[src/rtl/shift_seq_pkg.sv]
// Shared constants and types for the shift sequencer: shifter op codes,
// the FSM state enum and the default shift-amount width.
package shift_seq_pkg;

   localparam int AMT_W_DEF = 4;

   localparam logic [1:0] SH_PASS  = 2'b00;
   localparam logic [1:0] SH_LEFT  = 2'b01;
   localparam logic [1:0] SH_RIGHT = 2'b10;
   localparam logic [1:0] SH_ASR   = 2'b11;

   typedef enum logic [1:0] {
      IDLE  = 2'd0,
      SHIFT = 2'd1,
      DONE  = 2'd2
   } state_t;

endpackage

[src/rtl/shift_sequencer_shifter.sv]
// Single-step 16-bit shifter: pass, left, logical right or arithmetic right
// by exactly one bit. Bits shifted out are dropped.
module shifter
   import shift_seq_pkg::*;
(
   input  logic [15:0] in,
   input  logic [1:0]  shift,
   output logic [15:0] sout
);

   always_comb begin
      sout = in;
      case (shift)
         SH_LEFT:  sout = {in[14:0], 1'b0};
         SH_RIGHT: sout = {1'b0, in[15:1]};
         SH_ASR:   sout = {in[15], in[15:1]};
         default:  sout = in;
      endcase
   end

endmodule

[src/rtl/shift_sequencer.sv]
// Multi-cycle shift-by-N controller: one shifter step per cycle on an internal
// accumulator. Optional early exit on a fixed point: SHIFT_SEQ_EARLY_EXIT_EN.
module shift_sequencer
   import shift_seq_pkg::*;
#(
   parameter int AMT_W = AMT_W_DEF
) (
   input  logic             clk,
   input  logic             reset,
   input  logic             start_valid,
   output logic             start_ready,
   input  logic [15:0]      in_data,
   input  logic [1:0]       in_shift,
   input  logic [AMT_W-1:0] in_amt,
   output logic             out_valid,
   input  logic             out_ready,
   output logic [15:0]      out_data,
   output logic             busy
);

   state_t           r_state;
   state_t           w_next_state;
   logic [15:0]      r_acc;
   logic [1:0]       r_op;
   logic [AMT_W-1:0] r_count;
   logic [15:0]      w_step;
   logic             w_fixed;

   shifter u_shifter (
      .in    (r_acc),
      .shift (r_op),
      .sout  (w_step)
   );

`ifdef SHIFT_SEQ_EARLY_EXIT_EN
   // Further steps cannot change acc once it is a fixed point of the op.
   assign w_fixed = (w_step == r_acc);
`else
   assign w_fixed = 1'b0;
`endif

   always_comb begin
      w_next_state = r_state;
      case (r_state)
         IDLE: begin
            if (start_valid) begin
               if (in_amt == '0 || in_shift == SH_PASS) w_next_state = DONE;
               else                                     w_next_state = SHIFT;
            end
         end
         SHIFT: begin
            if (r_count <= AMT_W'(1) || w_fixed) w_next_state = DONE;
         end
         DONE: begin
            if (out_ready) w_next_state = IDLE;
         end
         default: w_next_state = IDLE;
      endcase
   end

   always_ff @(posedge clk) begin
      if (reset) begin
         r_state <= IDLE;
         r_acc   <= '0;
         r_op    <= SH_PASS;
         r_count <= '0;
      end else begin
         r_state <= w_next_state;
         case (r_state)
            IDLE: begin
               if (start_valid) begin
                  r_acc   <= in_data;
                  r_op    <= in_shift;
                  r_count <= in_amt;
               end
            end
            SHIFT: begin
               r_acc <= w_step;
               if (r_count != '0) r_count <= r_count - AMT_W'(1);
            end
            default: ;
         endcase
      end
   end

   // start_ready is gated by reset so nothing is handshaken during reset.
   assign start_ready = (r_state == IDLE) && !reset;
   assign out_valid   = (r_state == DONE);
   assign out_data    = r_acc;
   assign busy        = (r_state != IDLE);

endmodule
[config.mk]
export PLATFORM = sky130hd
export DESIGN_NAME = shift_sequencer
export DESIGN_NICKNAME = d
export VERILOG_FILES = /design/src/rtl/shift_seq_pkg.sv /design/src/rtl/shift_sequencer_shifter.sv /design/src/rtl/shift_sequencer.sv
export SDC_FILE = /design/constraint.sdc
export NUM_CORES = 1
export LEC_CHECK = 0
export ABC_AREA = 1
export CELL_PAD_IN_SITES_DETAIL_PLACEMENT = 2
export CELL_PAD_IN_SITES_GLOBAL_PLACEMENT = 2
export CORE_ASPECT_RATIO = 1.2
export CORE_MARGIN = 5
export CORE_UTILIZATION = 24
export CTS_BUF_LIST = sky130_fd_sc_hd__clkbuf_8
export CTS_CLUSTER_DIAMETER = 30
export DETAILED_ROUTE_END_ITERATION = 8
export GPL_TIMING_DRIVEN = 0
export PLACE_DENSITY = 0.82
export SETUP_SLACK_MARGIN = 0.3
export SYNTH_ARGS = -nofsm -noshare
export SYNTH_HDL_FRONTEND = slang
export SYNTH_HIERARCHICAL = 1
export SYNTH_SLANG_ARGS = --single-unit
[constraint.sdc]
create_clock -name clk -period 1.2 [get_ports clk]
set_input_delay 0.24 -clock clk [delete_from_list [all_inputs] [get_ports clk]]
set_output_delay 0.24 -clock clk [all_outputs]
set_load 0.1 [all_outputs]
==> impl_results.md <==
- Status: finished, violations left
- Violated checks: setup timing
- Final hold viol count: 0
- HP Class: in2reg
- Total GRT Usage: 0.219
- Largest net degree at the start of global routing: 14
- Unrepaired setup endpoints after global routing: yes
- Chip Height: 104 um
- Die Area: between 9000 and 10,000 sq um
- Slew HR: 0.487
- Fin crit share: 1.23
- FF-to-FF setup slack: -0.28 ns
- Post-route antenna net violation count: 0
- MaxCap Viol Count: 0
- Grt total ovfl: 0
- Commonest non-fill, non-tap cell in the layout: nand2_1
- Initial Util: 0.244
- Cells after synthesis: 277
- Routability cong.: 0.783
- Post-DP HPWL: 4.83 mm
- Least-Margin Pin Slew: 0.770 ns
- Die W: 88.0 um
- Final core occ: 0.490
- Post-route setup TNS: -4.12 ns
- Clock latency at the later pin of the worst-skew pair: 0.28 ns
- Critical path class: reg2reg
- Switch share: 0.526
- Initial antenna violation count: 0
- Final Max Tran Viols: 0
- Number of distinct library cells after synthesis: 23
- Post-route DRC: 0
- CTS tree: yes
- Worst IR Drop VDD: 1.23 mV
- Pwr Total: between 7 and 8 mW
- Maximum clock frequency: 0.677 GHz
- Sw Pwr: around 4.2 mW
- Nets@finish: 400
- Vias per cell: 5.24
- First-pass GRT wire length: 15.2 mm
- Int Pwr: 3.77 mW
- Core area: 7190 sq um
- Cts bufs inserted: 3
- N_diodes: 0
- Pleak: 1.54 nW
- Yosys warnings: 6
- Worst Setup Slack, final: -0.278 ns
- Final cell count without fillers: 460
- Initial DRC Count: ~190
- Vias in the first global route: 2,676
- Cell Rows: 34
- Final wirelength: approximately 11 mm
- Post-synth net total: 306
- Post-Syn Area: 1750 sq um
- Per-instance average area after synthesis: ~6.3 sq um
- CP Launch Type: flop
- Shortest period the worst path allows: 1.48 ns
- Critical Path RT: 1.34 ns
- Worst Skew: 0.00615 ns
- H-tree level count: 1
- Register area share after synthesis: 0.274
- CP Max Fanout: 5
- Flop pwr share: 0.180
- Pwr per Cell Area: 2260 nW/um^2
- Drt pass-1 iters: 4
- Final setup violating endpoints: 26
- Layout cells sized above 1: 0.586
- Root Driver: clkbuf_8
- Most frequent cells in the layout: nand2_1 (77), nand2_2 (34), buf_4 (33)
- Power share of the combinational group: 0.749
- Clock network fraction of total power: 0.070
- Clk sink count: 24
- Port Buffer Count: between 40 and 50
- Arrival time worst endpoint: 1.62 ns
- Crit path capture type: flop
- # IOs: 45
- Clock slew at reported path FFs: 0.11 ns
- Via count: 2,412
- Avg WL per Cell: 24.5 um
- Yosys reg bits: 24
- Syn-to-layout area delta: 101%
- CTS Buffer Depth: 2
- Placed insts: between 400 and 500
[synth_stat cells (all sizes together)]
| cell | number | share of area |
|---|---|---|
| a21oi | 19 | 0.076 |
| buf | 12 | 0.070 |
| clkbuf | 5 | 0.011 |
| dfxtp | 24 | 0.27 |
| ha | 3 | 0.021 |
| inv | 15 | 0.035 |
| nand2 | 114 | 0.26 |
| nand3 | 36 | 0.10 |
| nor2 | 21 | 0.065 |
| o211ai | 1 | 0.0043 |
| o21ai | 26 | 0.076 |
| or2 | 1 | 0.0036 |
[path summary, 6_finish.rpt]
| check | from | to | cells after the start |
|---|---|---|---|
| setup reg to reg | r_op[0]$_SDFFE_PP0P_ | out_data[15]$_SDFFE_PP0P_ | 9 |
| hold / removal | reset | out_data[8]$_SDFFE_PP0P_ | 2 |
| setup / recovery | r_op[0]$_SDFFE_PP0P_ | out_data[15]$_SDFFE_PP0P_ | 9 |
| hold reg to reg | out_data[9]$_SDFFE_PP0P_ | out_data[9]$_SDFFE_PP0P_ | 2 |
[cell type report]
type	instances	area [sq um]
Buffer	17	216
Clock buffer	3	41.3
Clock inverter	1	3.75
Fill cell	780	3670
Inverter	15	78.8
Multi-Input combinational cell	221	1420
Sequential cell	24	562
Tap cell	90	113
Timing Repair Buffer	89	1090
[cells by family (layout without fill, tap and decap cells)]
family,after synthesis,in the layout,share of synthesized area
simple gates,172,172,0.433
compound gates,46,46,0.156
buf+inv,32,125,0.116
flops,24,24,0.274
fa+ha+maj,3,3,0.0214
[routing by layer]
metal | wire length [um] | vias to the layer above | track usage
met4 | 462 | 0 | 0.0724
li1 | - | 1079 | -
met3 | 440 | 33 | 0.0294
met5 | 0 | - | 0
met1 | 4330 | 1200 | 0.238
met2 | 6050 | 100 | 0.419
[power by group through the flow]
stage,registers (mW),logic (mW),clock network [mW]
after floorplan,2.11,1.94,0
after global placement,1.34,3.56,0
after detailed placement,1.35,3.64,0
after CTS,1.39,5.07,0.546
after global routing,1.46,6.21,0.607
final,1.43,5.96,0.560
[registers in the layout, indices dropped and copies added (netlist names)]
register	flops
r_op	2
out_data	16
r_state	2
r_count	4
[stage by stage]
step / setup slack, ns / area (sq um) / hold WS, ns
final: -0.278 / 3520 / 0.392
after global placement: -0.955 / 2420 / 0.468
after CTS: -0.136 / 3220 / 0.374
after floorplan: -0.558 / 1880 / 0.404
after global routing: -0.300 / 3520 / 0.399
after detailed placement: -0.989 / 2420 / 0.498
[timing repair]
action                     4_1_cts  5_1_grt
hold buffers                     0        0
pin swaps                       21       13
setup endpoints to repair       43       43
cloned                           3        2
resized for setup              240       58
setup buffers                   33        8
[worst max-delay path, stage by stage (launching register included)]
cell and delay, ns:
dfxtp_4 0.37, buf_8 0.14, buf_6 0.11, buf_4 0.16, nand3_1 0.12, nand3_2 0.10
nand2_1 0.11, nand2_1 0.08, o21ai_2 0.07, a21oi_2 0.08
(Power assumes the default switching activity.)
